==> src/rtl/bit_serializer.sv <==
// bit_serializer: parallel-to-serial shifter with back-to-back word support
module bit_serializer #(
    parameter int WIDTH     = 8,
    parameter bit LSB_FIRST = 1'b0
) (
    input  logic             clk,
    input  logic             rst,
    input  logic [WIDTH-1:0] data_in,
    input  logic             load_valid,
    output logic             load_ready,
    output logic             d_out,
    output logic             frame,
    output logic             done
);
    localparam int CW = $clog2(WIDTH);
    typedef enum logic {IDLE, SHIFT} state_t;
    state_t r_state, w_next;
    logic [WIDTH-1:0] r_shreg;
    logic [CW-1:0] r_cnt;
    logic w_shift, w_last, w_accept;
    assign w_shift = (r_state == SHIFT);
    assign w_last = w_shift && (r_cnt == '0);
    assign w_accept = load_valid && load_ready;
    // state register
    always_ff @(posedge clk) begin
        if (rst) r_state <= IDLE;
        else r_state <= w_next;
    end
    // shift register and bit counter; counter parks at zero instead of wrapping
    always_ff @(posedge clk) begin
        if (rst) begin
            r_shreg <= '0;
            r_cnt <= '0;
        end else if (w_accept) begin
            r_shreg <= data_in;
            r_cnt <= CW'(WIDTH - 1);
        end else if (w_shift) begin
            r_shreg <= LSB_FIRST ? (r_shreg >> 1) : (r_shreg << 1);
            r_cnt <= w_last ? '0 : r_cnt - CW'(1);
        end
    end
    // next state: the last-bit cycle either reloads or returns to idle
    always_comb begin
        w_next = r_state;
        if (!w_shift && w_accept) w_next = SHIFT;
        if (w_last) w_next = w_accept ? SHIFT : IDLE;
    end
    // outputs derived from registered state only
    always_comb begin
        load_ready = !w_shift || w_last;
        frame = w_shift;
        done = w_last;
        d_out = w_shift && (LSB_FIRST ? r_shreg[0] : r_shreg[WIDTH-1]);
    end
endmodule
==> config.mk <==
export PLATFORM = sky130hd
export DESIGN_NAME = bit_serializer
export DESIGN_NICKNAME = d
export VERILOG_FILES = /design/src/rtl/bit_serializer.sv
export SDC_FILE = /design/constraint.sdc
export NUM_CORES = 1
export LEC_CHECK = 0
export CORE_UTILIZATION = 50
export CTS_BUF_LIST = sky130_fd_sc_hd__clkbuf_2 sky130_fd_sc_hd__clkbuf_4 sky130_fd_sc_hd__clkbuf_8
export DETAILED_ROUTE_END_ITERATION = 8
export PLACE_DENSITY_LB_ADDON = 0.1
export SYNTH_ARGS = -nofsm -noshare
export SYNTH_HDL_FRONTEND = slang
export SYNTH_SLANG_ARGS = --single-unit
==> constraint.sdc <==
create_clock -name clk -period 1.5 [get_ports clk]
set_input_delay 0.3 -clock clk [delete_from_list [all_inputs] [get_ports clk]]
set_output_delay 0.3 -clock clk [all_outputs]
set_load 0.01 [all_outputs]
==> flow_summary.json <==
{
  "status": "finished, violations left",
  "failed_checks": "setup timing",
  "grt_pass1_vias": 521,
  "initial_core_util_pct": 53.3,
  "num_vias": 643,
  "tightest_slew_ps": 300,
  "insertion_delay_ps": 280,
  "peakVddDrop_v": 0.000919,
  "cts_inserted_buffers": 3,
  "drc": 0,
  "yosysTopAreaCellShare_pct": 34.7,
  "drv_cap": 0,
  "period_needed_ps": 1580,
  "remaining_overflow_grt": 0,
  "syn_inst": 71,
  "grt_max_degree": 9,
  "route.antenna.remaining_nets": 0,
  "synth.top_cells.by_count": "12 x dfxtp_1, 9 x mux2i_1, 7 x a21oi_1",
  "min-delay-start": "r_shreg[1]",
  "seq_area_frac_synth_pct": 34.7,
  "cts-htree-levels": 1,
  "seq_power_share_pct": 40.2,
  "critPathRequiredTime_ps": 1200,
  "layout.nets": 113,
  "cts_sinks": 12,
  "place.detailed.instances": 110,
  "finClkSkew_ps": 0.684,
  "slew_viol_final": 0,
  "path_clk_slew_ps": 80,
  "maximum_clock_path_buffer_count": 2,
  "antenna_violations_before_repair": 0,
  "post_drt_wl_per_cell_um": 13.8,
  "hold_viol": 0,
  "dpl-instance-area_sq_um": 921,
  "cts_tree": "yes",
  "yosysWarningCount": 0,
  "powerDensity_nw_per_um2": 935,
  "port_buffers": 14,
  "track_usage_pct": 22.2,
  "synthDominantAreaCellType": "dfxtp_1",
  "cp_data_arrival_time_ps": 1280,
  "fin_ws_ps": -84.7,
  "dpl.hpwl_mm": 1.10,
  "dominantRegCellSynth": "dfxtp_1",
  "cts_root_buffer": "clkbuf_4",
  "path_class_of_the_lowest_slack_min_delay_path": "reg2reg",
  "critical_path.endpoint_type": "output pin",
  "vert_die_dim_um": 39.2,
  "gp_routability_congestion": 0.730,
  "drt-total-wl_mm": 1.57,
  "final_cell_count_no_fill": 114,
  "max_fanout_on_critical_path": 3,
  "worst_setup_path_start_kind": "register",
  "synth_enable_flop_cells": 0,
  "design.die.area_sq_um": 1540,
  "slew_headroom_pct": 80.0,
  "cts.hold.buffers_added": 0,
  "drt-pass1-iter-count": 4,
  "rr_startpoint": "r_cnt[0]",
  "core_area_sq_um": 1300,
  "maximum_clock_frequency_mhz": 631,
  "antenna_cells": 0,
  "drtIter0Drc": 10,
  "most_numerous_cell_in_the_yosys_netlist": "dfxtp_1",
  "post_drt_via_cell_ratio": 5.64,
  "net-switching-power_uw": 266,
  "synth.area.top_cells": "dfxtp_1 35%, mux2i_1 13%, o221a_2 8.1%",
  "ys_ff_latch": 12,
  "row_count": 13,
  "fin_area_sq_um": 992,
  "static_power_due_to_leakage_uw": 0.000444,
  "synthesis.nets": 84,
  "synth.lib_cells_used.distinct": 27,
  "setup_repair_after_global_routing_missed_its_margin": "true",
  "die_w_um": 39.2,
  "ios": 15,
  "cellInternalPower_uw": 662,
  "synth.cell_area_sq_um": 693,
  "drive_above_1_share_pct": 42.4,
  "avgSynthCellArea_sq_um": 9.76,
  "area_growth_from_synthesis_to_layout_pct": 43.1,
  "final-setup-viol-count": 2,
  "fin_worst_hold_slack_ps": 530,
  "switching_share_pct": 28.7,
  "cp-startpoint": "r_cnt[0]",
  "post-route-period-util_pct": 106,
  "post-place-ws_ps": -231,
  "p_clk_share_pct": 28.9,
  "setup.worst_path.class": "reg2out",
  "asyncSetResetFlopFracSynth_pct": 0,
  "combinationalPowerShare_pct": 30.9,
  "grt_pass1_wl_mm": 2.21
}
[repair_timing]
item,CTS,global route
gates resized for setup,18,6
setup buffers,2,0
pin swaps,0,4
endpoints found under the setup margin,4,3
[power groups by stage]
stage	registers, uW	logic (uW)	clock network, uW
3_3_place_gp	377	260	0
5_1_grt	378	309	289
4_1_cts	373	274	275
2_1_floorplan	374	159	0
3_5_place_dp	378	264	0
6_report	373	287	268
[layout make-up]
cell class | count | area [sq um]
Inverter | 6 | 22.5
Tap cell | 15 | 18.8
Multi-Input combinational cell | 48 | 428
Timing Repair Buffer | 29 | 240
Clock buffer | 4 | 36.3
Fill cell | 99 | 309
Sequential cell | 12 | 246
[layout by cell type (no fill, tap or decap), drive strengths merged, types with 2 or more instances in the layout]
master	instances
o221a	5
mux2i	9
or2b	2
a21oi	7
clkdlybuf4s50	10
nand2	3
dlygate4sd2	2
a211oi	2
inv	5
nor2	4
nor3	3
ha	2
clkbuf	4
dfxtp	12
buf	17
[per-layer routing]
metal  routed length (um)  GRT usage [%]  vias to the layer above
met2                  744           32.1                       12
met5                    0              0                        -
met1                  745           30.4                      310
met3                   60           5.20                        4
li1                     -              -                      317
met4                   19           10.3                        0
[stage by stage]
stage | setup TNS, ps | utilization (%) | power (uW)
floorplan | 0 | - | 533
global placement | -1520 | 70.8 | 637
detailed placement | -1750 | 70.8 | 642
CTS | -195 | 75.2 | 921
global route | -265 | 76.3 | 976
finish | -164 | 76.3 | 928
[worst max-delay path, cell delays in order (launching register included)]
cell	delay (ps)
dfxtp_2	330
inv_2	80
ha_4	130
or2b_4	270
nor2_2	70
buf_2	130
[state kept, by name, summed over array words and instances (netlist names)]
name / cells
r_shreg: 8
frame: 1
r_cnt: 3
[kinds of logic after synthesis]
logic type      synth area share (%)
simple gates                    15.7
fa+ha+maj                       3.61
flops                           34.7
compound gates                  21.8
buf+inv                         9.57
mux                             14.6
[path summary, 6_finish.rpt]
kind | slack [ps] | end | cells past startpoint
worst max register to register | 110 | r_cnt[2] | 6
worst min register to register | 530 | r_shreg[2] | 1
worst min-delay path | 530 | r_shreg[2] | 1
worst max-delay path | -80 | done | 5
Power figures use the tool's default switching activity.
